[src/rtl/booth_mult_seq.sv]
// Iterative radix-2 Booth multiplier: one Booth step per clock, 2*WIDTH-bit product.
// Latency: done pulses N cycles after the accepted start edge (N=WIDTH, or WIDTH+1 with BOOTH_UNSIGNED_MODE_EN).
// Backpressure: none; start is ignored while busy, and product holds until the next operation completes.
//
// Ports:
//    clk, rst_n      rising-edge clock, asynchronous active-low reset
//    start           request pulse; operands are sampled on the same edge (IDLE or DONE only)
//    op_signed       present only with BOOTH_UNSIGNED_MODE_EN: 1 = signed, 0 = unsigned operands
//    multiplicand    M operand
//    multiplier      Q operand
//    busy            high while iterating
//    done            one-cycle pulse; product valid
//    product         registered result
//
// Optional feature macro: BOOTH_UNSIGNED_MODE_EN (adds op_signed and unsigned support).
module booth_mult_seq #(
   parameter int WIDTH = 8
) (
   input  logic               clk,
   input  logic               rst_n,
   input  logic               start,
`ifdef BOOTH_UNSIGNED_MODE_EN
   input  logic               op_signed,
`endif
   input  logic [WIDTH-1:0]   multiplicand,
   input  logic [WIDTH-1:0]   multiplier,
   output logic               busy,
   output logic               done,
   output logic [2*WIDTH-1:0] product
);

`ifdef BOOTH_UNSIGNED_MODE_EN
   // Operands are widened by one bit so an unsigned value becomes a positive
   // signed value; the extra Booth step handles that extra bit.
   localparam int QW = WIDTH + 1;
   localparam int AW = WIDTH + 2;
   localparam int N  = WIDTH + 1;
`else
   localparam int QW = WIDTH;
   localparam int AW = WIDTH + 1;
   localparam int N  = WIDTH;
`endif
   localparam int CW = $clog2(N + 1);

   typedef enum logic [1:0] {
      IDLE = 2'd0,
      CALC = 2'd1,
      DONE = 2'd2
   } state_t;

   state_t        state, state_nxt;
   logic [AW-1:0] m_reg;
   logic [AW-1:0] a_reg;
   logic [QW-1:0] q_reg;
   logic          q1_reg;
   logic [CW-1:0] cnt;

   logic          last;
   logic          load;
   logic          m_ext;
   logic [AW-1:0] m_load;
   logic [QW-1:0] q_load;
   logic [AW-1:0] a_sum;
   logic [AW-1:0] a_nxt;
   logic [QW-1:0] q_nxt;
   logic          q1_nxt;

   assign last = (cnt == CW'(N - 1));
   assign load = start && (state != CALC);
   assign busy = (state == CALC);
   assign done = (state == DONE);

   // Operand extension into the A-width domain (A is one bit wider than the
   // operand so A-M cannot overflow for the most negative M).
   always_comb begin
      m_ext = multiplicand[WIDTH-1];
`ifdef BOOTH_UNSIGNED_MODE_EN
      m_ext  = op_signed & multiplicand[WIDTH-1];
      q_load = {op_signed & multiplier[WIDTH-1], multiplier};
`else
      q_load = multiplier;
`endif
      m_load = {{(AW - WIDTH){m_ext}}, multiplicand};
   end

   // One Booth step: conditional add/sub, then arithmetic shift of {A,Q,Q-1}.
   always_comb begin
      a_sum = a_reg;
      case ({q_reg[0], q1_reg})
         2'b01:   a_sum = a_reg + m_reg;
         2'b10:   a_sum = a_reg - m_reg;
         default: a_sum = a_reg;
      endcase
      a_nxt  = {a_sum[AW-1], a_sum[AW-1:1]};
      q_nxt  = {a_sum[0], q_reg[QW-1:1]};
      q1_nxt = q_reg[0];
   end

   always_ff @(posedge clk or negedge rst_n) begin
      if (!rst_n) begin
         state <= IDLE;
      end else begin
         state <= state_nxt;
      end
   end

   always_comb begin
      state_nxt = state;
      case (state)
         IDLE:    if (start) state_nxt = CALC;
         CALC:    if (last)  state_nxt = DONE;
         DONE:    state_nxt = start ? CALC : IDLE;
         default: state_nxt = IDLE;
      endcase
   end

   always_ff @(posedge clk or negedge rst_n) begin
      if (!rst_n) begin
         m_reg   <= '0;
         a_reg   <= '0;
         q_reg   <= '0;
         q1_reg  <= 1'b0;
         cnt     <= '0;
         product <= '0;
      end else if (load) begin
         m_reg  <= m_load;
         a_reg  <= '0;
         q_reg  <= q_load;
         q1_reg <= 1'b0;
         cnt    <= '0;
      end else if (state == CALC) begin
         a_reg  <= a_nxt;
         q_reg  <= q_nxt;
         q1_reg <= q1_nxt;
         // Counter holds on the final step rather than wrapping.
         if (!last) begin
            cnt <= cnt + 1'b1;
         end else begin
`ifdef BOOTH_UNSIGNED_MODE_EN
            product <= {a_nxt[WIDTH-2:0], q_nxt};
`else
            product <= {a_nxt[WIDTH-1:0], q_nxt};
`endif
         end
      end
   end

endmodule

[config.mk]
export PLATFORM = sky130hd
export DESIGN_NAME = booth_mult_seq
export DESIGN_NICKNAME = d
export VERILOG_FILES = /design/src/rtl/booth_mult_seq.sv
export SDC_FILE = /design/constraint.sdc
export NUM_CORES = 1
export LEC_CHECK = 0
export CORE_ASPECT_RATIO = 0.5
export CORE_MARGIN = 8
export CORE_UTILIZATION = 58
export DETAILED_ROUTE_END_ITERATION = 10
export PLACE_DENSITY_LB_ADDON = 0.3
export SLEW_MARGIN = 25
export SYNTH_ARGS = -nofsm -noshare
export SYNTH_HDL_FRONTEND = slang
export SYNTH_SLANG_ARGS = --single-unit
[constraint.sdc]
create_clock -name clk -period 7.7 [get_ports clk]
set_clock_uncertainty 0.1 [all_clocks]
set_input_delay 1.155 -clock clk [delete_from_list [all_inputs] [get_ports clk]]
set_output_delay 1.155 -clock clk [all_outputs]
set_load 0.02 [all_outputs]
Yosys cells after proc, flatten, opt, wreduce, memory -nomap -nowiden --
Index checks and enable logic that the tools add are counted.
Operators by class: muxes and demuxes 14, $add $sub $neg 3, reduce and logical (&&, ||, !) cells 6, bitwise operators 1, equality and inequality tests 9
Operator list (count):
- two-way mux 9 bit | 2
- one-hot mux 9 bit (2 select lines) | 1
- two-way mux 8 bit | 2
- two-way mux 4 bit | 3
- adder 9 bit | 1
- subtractor 9 bit | 1
- inequality test 2 x 1 -> 1 bit (second input constant) | 3
- one-hot mux 2 bit (3 select lines) | 1
- adder 4 x 1 -> 4 bit (second input constant) | 1
- equality test 2 x 1 -> 1 bit (second input constant) | 2
- equality test 2 bit (second input constant) | 2
- equality test 4 x 3 -> 1 bit (second input constant) | 1
- two-way mux 2 bit | 2
- AND reduction 2 bit | 2
- two-way mux 1 bit | 3
- AND reduction 3 bit | 1
- zero test 2 bit | 1
- inequality test 2 bit (second input constant) | 1
- nonzero test 2 bit | 1
- logical AND 1 bit | 1
- inverter 1 bit | 1
Storage, ports and cells: input port bits 19, output and inout bits 18, word-level logic and storage cells 40, register bits 48

Longest topological paths before layout --
Gate-level depths: netlist of the first run.
depth in word-level cells 4, mapped depth 11, depth with buffers taken out 11

Worst setup path before layout of the first run --
OpenSTA, ideal clock, no wires.
path kind register -> register, start point register m_reg[0], end point register product[15], data required time 7.531 ns, clock period less this slack 2.537 ns, setup slack 5.163 ns, cell stages (with the launch flop) 12, buffers on the path 0, arrival 2.369 ns, setup time 0.069 ns, cells stage by stage dfrtp_1 inv_1 ha_1 nor3b_1 nor2_1 xnor2_1 ha_1 o211ai_1 o21a_1 o211a_1 or3_1 nand3_1
On the way: word-level cells in the longest chain between the ends 2, elaborated cells between the ends (all ways) 3, those cells by class 2 x add/sub; 1 x mux
Ends and longest elaborated chain:
- start: declaration | line 52 | logic [AW-1:0] m_reg;
- start signal: assignment | line 126 | m_reg <= m_load;
- subtractor 9 bit / adder 9 bit (equally long branches) | line 91, 90
- one-hot mux 9 bit (2 select lines) (*) | line 89 | case ({q_reg[0], q1_reg})
- end signal: assignment | line 142 | product <= {a_nxt[WIDTH-1:0], q_nxt};
- end: declaration | line 29 | output logic [2*WIDTH-1:0] product
Mark *: on every way between the ends. The rest lies on a longest branch, timed or not. A chain may end at the register's enable or synchronous reset.

Final worst setup path of the first run --
start point register state[1], end point output busy
On the way: word-level cells in the longest chain between the ends 1
Ends and longest elaborated chain:
- start: declaration | line 51 | state_t state, state_nxt;
- start signal: assignment | line 103 | state <= state_nxt;
- equality test 2 x 1 -> 1 bit | line 70 | assign busy = (state == CALC);
- end: declaration | line 27 | output logic busy,
Every way passes these cells.

==> results of run 1 <==
## per-stage QoR
step                      cell area (sq um)  setup slack, ns
after global routing                   2980             4.02
final                                  2980             4.17
after CTS                              2980             4.16
after detailed placement               2890             4.51
after global placement                 2890             4.55
after floorplan                        2510             5.16
## layout by cell type, fill, tap and decap left out, types with 4 or more instances in the layout
cell type        count
nand2_1             48
dfrtp_1             47
clkdlybuf4s50_1     35
o21ai_1             16
nor2_1              13
o21ai_0             13
mux2i_1             12
nand3_1             12
a21oi_1             11
ha_1                11
inv_1                8
xnor2_1              8
mux2_1               7
clkbuf_8             5
nor2b_1              4
o21a_1               4
## layout make-up
type	instances	share of cell area [%]
clock buffer	5	2.31
inverter	10	1.34
sequential	47	39.4
tap	57	2.39
timing repair buffer	36	12.0
clock inverter	3	0.797
multi-input combinational	194	41.7
## metal layers
layer / routed length, um / part of all wire, % / vias to the layer above / GRT usage (%)
met4: 29 / 0.52 / 0 / 3.38
met5: 0 / 0 / - / 0
met2: 2330 / 42 / 62 / 22.9
met1: 2780 / 50 / 900 / 25.7
li1: - / - / 973 / -
met3: 458 / 8.2 / 4 / 4.94
## worst max path at each step
stage	startpoint	to	slack, ns	depth (start not counted)
final	state[1]	busy	4.17	3
after global placement	state[1]	busy	4.55	3
after CTS	state[1]	busy	4.16	3
after global routing	state[1]	busy	4.02	3
after detailed placement	state[1]	busy	4.51	3
after floorplan	m_reg[0]	product[15]	5.16	11
## critical path, cell delays in order, from the launching register on
cell,delay [ns]
dfrtp_1,0.39
nand2b_1,0.43
inv_2,0.46
clkdlybuf4s50_1,0.69
## logic make-up (layout without fill, tap and decap cells)
family / after synthesis / after routing / share of synthesized area, %
AOI/OAI and AO/OA: 58 / 58 / 13.6
xor gates and xnor gates: 11 / 11 / 3.84
adders and majority gates: 12 / 12 / 6.29
buffers and inverters: 20 / 54 / 3.39
DFF: 47 / 47 / 46.9
muxes: 21 / 21 / 8.84
and+or+nand+nor: 92 / 92 / 17.1
==> results by group, run 1 <==
Run status
  • Status: complete, no violations

Cells and area
  • Final core area utilization: about 70%
  • Final cell count without fillers: around 350
  • Largest Register: product
  • Area growth syn-to-layout: 19.0%
  • Multi-input logic area: between 1000 and 1500 sq um
  • Largest register FFs: 16
  • Final #Nets: 325
  • Diode count: 0
  • Share of cells above drive strength 1: 5.08%
  • Sequential cell area: around 1200 sq um
  • Fillers: about 350

Drt
  • Drt wl/cell: about 16 um
  • Routed WL: approximately 5600 um
  • Vias per cell: around 5.5
  • Post-route ant nets: 0
  • Iteration-0 DRC Markers: between 100 and 150
  • First drt pass iteration count: 4
  • Vias: between 1.5k and 2k
  • DR DRC count: 0

Die
  • Area of the core: 4280 sq um
  • Chip width: 109 um
  • Chip height: between 60 and 70 um
  • IO Pins: 37
  • Die ar.: between 6000 and 7000 sq um
  • Starting density of the core: between 50% and 60%
  • Rows: 17

CTS
  • CTS tree: yes
  • CTS sink cnt: 47
  • Hold_buf cts: 0
  • Root buffer cell: clkbuf_8
  • H-tree levels: 2
  • CTS Buf Count: 5
  • Reg clk slew, reported paths: roughly 0.1 ns
  • Setup bufs post-CTS: 0
  • Post-CTS sizing: 0
  • Max Root-Sink Buffers: 2
  • Clock Latency Late Sink: ~0.3 ns

Timing
  • Unrepaired setup endpoints after global routing: false
  • Max Fclk: 0.284 GHz
  • Slew Limit Fails: 0
  • Hold_ws: between 0.3 and 0.4 ns
  • Final setup vio count: 0
  • Min Tclk post-route: about 3.5 ns
  • Worst slew margin: 57.8%
  • Worst-Margin Slew: around 0.63 ns
  • Share of the clock period used by the worst path: 45.8%
  • Setup_tns: 0 ns
  • Hold Vio Cnt, Final: 0

Place
  • Post-placement cell count: between 300 and 400
  • Port bufs: 36
  • Final HPWL DP: roughly 4200 um
  • Final GP Congestion: 0.883

Synth
  • Most common cell in the netlist: nand2_1
  • Mapped Area: roughly 2500 sq um
  • Number of flops mapped to enable cells by yosys: 0
  • Seq cells post-synth: 47
  • Sequential-to-total area share from yosys stat: between 40% and 50%
  • Top cells by count, synth: nand2_1 (48), dfrtp_1 (47), o21ai_1 (16)
  • Syn_nets: 292
  • Yosys top cell area share: around 47%
  • Async set or reset register ratio after synthesis: 100%
  • Cell accounting for the most synthesized area: dfrtp_1
  • Largest cells by area after synthesis: dfrtp_1 (47%), nand2_1 (7.2%), ha_1 (5.5%)
  • Unique masters post-synth: 44
  • Top_reg_cell synth: dfrtp_1
  • Ys Warns: 0
  • Mapped Cells: 261
  • Avg Cell Area, Syn: 9.60 sq um

Setup path
  • Reg2reg path depth: 11
  • Crit path required time: ~6.4 ns
  • Worst-path fanout max: 25
  • Worst R2R End: product[15]
  • Arrival @ worst endpoint: between 2 and 2.5 ns
  • Worst R2R Setup Slack: between 4 and 5 ns
  • Crit. End Element: output pin
  • Critical Path Start Type: register
  • Crit Path Category: register to output pin
  • Reg2reg start: m_reg[0]

Global routing
  • Largest net degree at the start of global routing: between 40 and 50
  • Grt ovf: 0
  • Initial antenna violation count: 0
  • Vias in the first global route: 1873
  • Total GRT Usage: between 10% and 20%
  • First-pass GRT wire length: ~9300 um

Min path
  • Worst Hold Depth: 2
  • Worst Hold Launch: product[6]
  • Hold Path End: product[6]
  • Worst hold path class: register to register

Run
  • Maxcap violations: 0
Power of run 1 is left out: the tool's default activity adds up to more than one toggle a clock period on the data nets, which glitch-free logic cannot reach.
==> inputs of run 2 (changes only) <==
Settings changed: CORE_UTILIZATION 58 to 54.
Clock period 7.7 ns to 3.45 ns, I/O delays scaled along.
==> run 2 against run 1 <==
Flip-flop and latch count did not move. Critical path type unchanged. Via count fell by 0.10%. Worst setup slack got worse by 3.6 ns. Sequential share of layout area fell by 0.28 points. Critical path depth did not move.
==> results by group, run 2 (synthesized netlist as in run 1, its figures left out) <==
Timing
  • Hold_ws: 0.109 ns (-0.272 ns)
  • Hold Vio Cnt, Final: 0 (unchanged)
  • Final setup vio count: 0 (unchanged)
  • Setup_tns: 0 ns (unchanged)
  • Worst slew margin: 56.7% (-1.1 points)
  • Worst-Margin Slew: 0.649 ns (+0.0167 ns)
  • Share of the clock period used by the worst path: a little over four fifths
  • Min Tclk post-route: roughly 2.9 ns
  • Slew Limit Fails: 0 (unchanged)
  • Unrepaired setup endpoints after global routing: false
  • Max Fclk: 0.343 GHz

Global routing
  • Largest net degree at the start of global routing: 48 (unchanged)
  • Met2 Usage GRT: 25.2% (+2.3 points)
  • First-pass GRT wire length: 9210 um (-0.97%)
  • Grt ovf: 0 (unchanged)
  • GRT Max-Usage Layer: met2
  • Initial antenna violation count: 0 (unchanged)
  • Total GRT Usage: 15.4% (-1.6 points)
  • M3 GR Usage: 4.78% (-0.16 points)
  • Vias in the first global route: 2001 (+6.8%)
  • Met1 GRT Util: 18.7% (-7.0 points)

Drt
  • Iteration-0 DRC Markers: 45 (-62%)
  • Vias per cell: 5.50 (-0.10%)
  • First drt pass iteration count: 4 (unchanged)
  • Drt wl/cell: 14.7 um (-7.7%)
  • Vias: 1937 (-0.10%)
  • DR DRC count: 0 (unchanged)
  • Routed WL: 5160 um (-7.7%)
  • Post-route ant nets: 0 (unchanged)

CTS
  • CTS sink cnt: 47 (unchanged)
  • Setup bufs post-CTS: 0 (unchanged)
  • Root buffer cell: clkbuf_8
  • Hold_buf cts: 0 (unchanged)
  • CTS tree: yes
  • CTS Buf Count: 5 (unchanged)
  • Max Root-Sink Buffers: 2 (unchanged)
  • Clock Latency Late Sink: 0.30 ns (about the same)
  • Reg clk slew, reported paths: 0.09 ns (about the same)
  • Post-CTS sizing: 0 (unchanged)
  • H-tree levels: 2 (unchanged)

Die
  • Chip width: 112 um (+3.1%)
  • Area of the core: 4420 sq um (+3.5%)
  • Chip height: 64.2 um (+2.7%)
  • IO Pins: 37 (unchanged)
  • Starting density of the core: 56.6% (-2.0 points)
  • Rows: 17 (unchanged)
  • Die ar.: 7210 sq um (+5.9%)

Place
  • Final HPWL DP: 3750 um (-9.9%)
  • Final GP Congestion: 0.907 (+2.7%)
  • Port bufs: 36 (unchanged)

Cells and area
  • Largest register FFs: 16 (unchanged)
  • Fillers: 367 (+6.4%)
  • Area growth syn-to-layout: 19.9%
  • Diode count: 0 (unchanged)
  • Most common cell after layout, fill and taps aside: nand2_1
  • Largest Register: product
  • Most frequent cells in the layout: nand2_1 (48), dfrtp_1 (47), clkdlybuf4s50_1 (35)
  • Final #Nets: 326 (+0.31%)
  • Share of cells above drive strength 1: 5.08% (unchanged)

Pwr
  • Combinational share of power: ~60%
  • Net Sw Frac: between 40% and 50%
  • Worst vdd ir: about 0.44 mV
  • Switching power: about 0.0016 W
  • Internal Power: 0.00201 W
  • Clk pwr share: between 10 and 15%
  • PwrDens: approximately 1200 nW/um^2
  • Overall Power: 0.00360 W
  • Lkg Pwr: around 1.4 nW
  • Power share of the sequential group: between 20% and 30%

Setup path
  • Worst-path fanout max: 25 (unchanged)
  • Crit path required time: 2.83 ns (-3.61 ns)
  • Crit. End Element: output pin
  • Arrival @ worst endpoint: 2.29 ns (+0.02 ns)
  • Critical Path Start Type: register
  • Crit Path Category: register to output pin

Min path
  • Worst hold path class: primary input to async pin

Run status
  • Status: complete, no violations

Run
  • Maxcap violations: 0 (unchanged)
==> run 2: final timing paths <==
check | slack, ns | start | end | cells after the start
setup reg to reg | 0.59 | m_reg[1] | product[15] | 11
hold reg to reg | 0.38 | product[6] | product[6] | 2
hold / removal | 0.11 | rst_n | a_reg[1] | 1
min in group clk | 0.38 | product[6] | product[6] | 2
max in group asynchronous | 2.72 | rst_n | a_reg[0] | 1
setup / recovery | 0.54 | state[1] | busy | 3
==> run 2: worst max-delay path, stage by stage (launching register included) <==
cell and delay [ns]:
dfrtp_1 0.38, nand2b_1 0.43, inv_2 0.48, clkdlybuf4s50_1 0.69
==> run 2: routing by layer <==
metal / vias up / part of all wire (%)
li1: 967 / -
met5: - / 0
met2: 36 / 45
met1: 922 / 49
met3: 12 / 4.7
met4: 0 / 1.7
==> run 2: metrics by stage <==
| step | utilization (%) | cell area, sq um | std cells | setup WS, ns |
|---|---|---|---|---|
| floorplan | - | 2510 | 261 | 0.913 |
| global placement | 65.4 | 2900 | 345 | 0.769 |
| detailed placement | 65.4 | 2900 | 345 | 0.609 |
| CTS | 67.8 | 3000 | 352 | 0.536 |
| global route | 67.9 | 3000 | 352 | 0.397 |
| finish | 67.9 | 3000 | 352 | 0.538 |
==> run 2: cell type report <==
type | count | area [sq um] | share of cell area [%]
Timing Repair Buffer | 37 | 365 | 12.2
Sequential cell | 47 | 1180 | 39.2
Tap cell | 57 | 71.3 | 2.37
Clock buffer | 5 | 68.8 | 2.29
Clock inverter | 2 | 37.5 | 1.25
Multi-Input combinational cell | 194 | 1240 | 41.4
Inverter | 10 | 40.0 | 1.33
==> run 2: power groups by stage <==
stage	sequential (W)	clock (W)	combinational, W
floorplan	0.00112	0	0.00153
global placement	0.00103	0	0.00210
detailed placement	0.00104	0	0.00216
CTS	0.00104	0.000403	0.00217
global route	0.00108	0.000429	0.00242
finish	0.00104	0.000398	0.00216
Power figures use the tool's default switching activity.
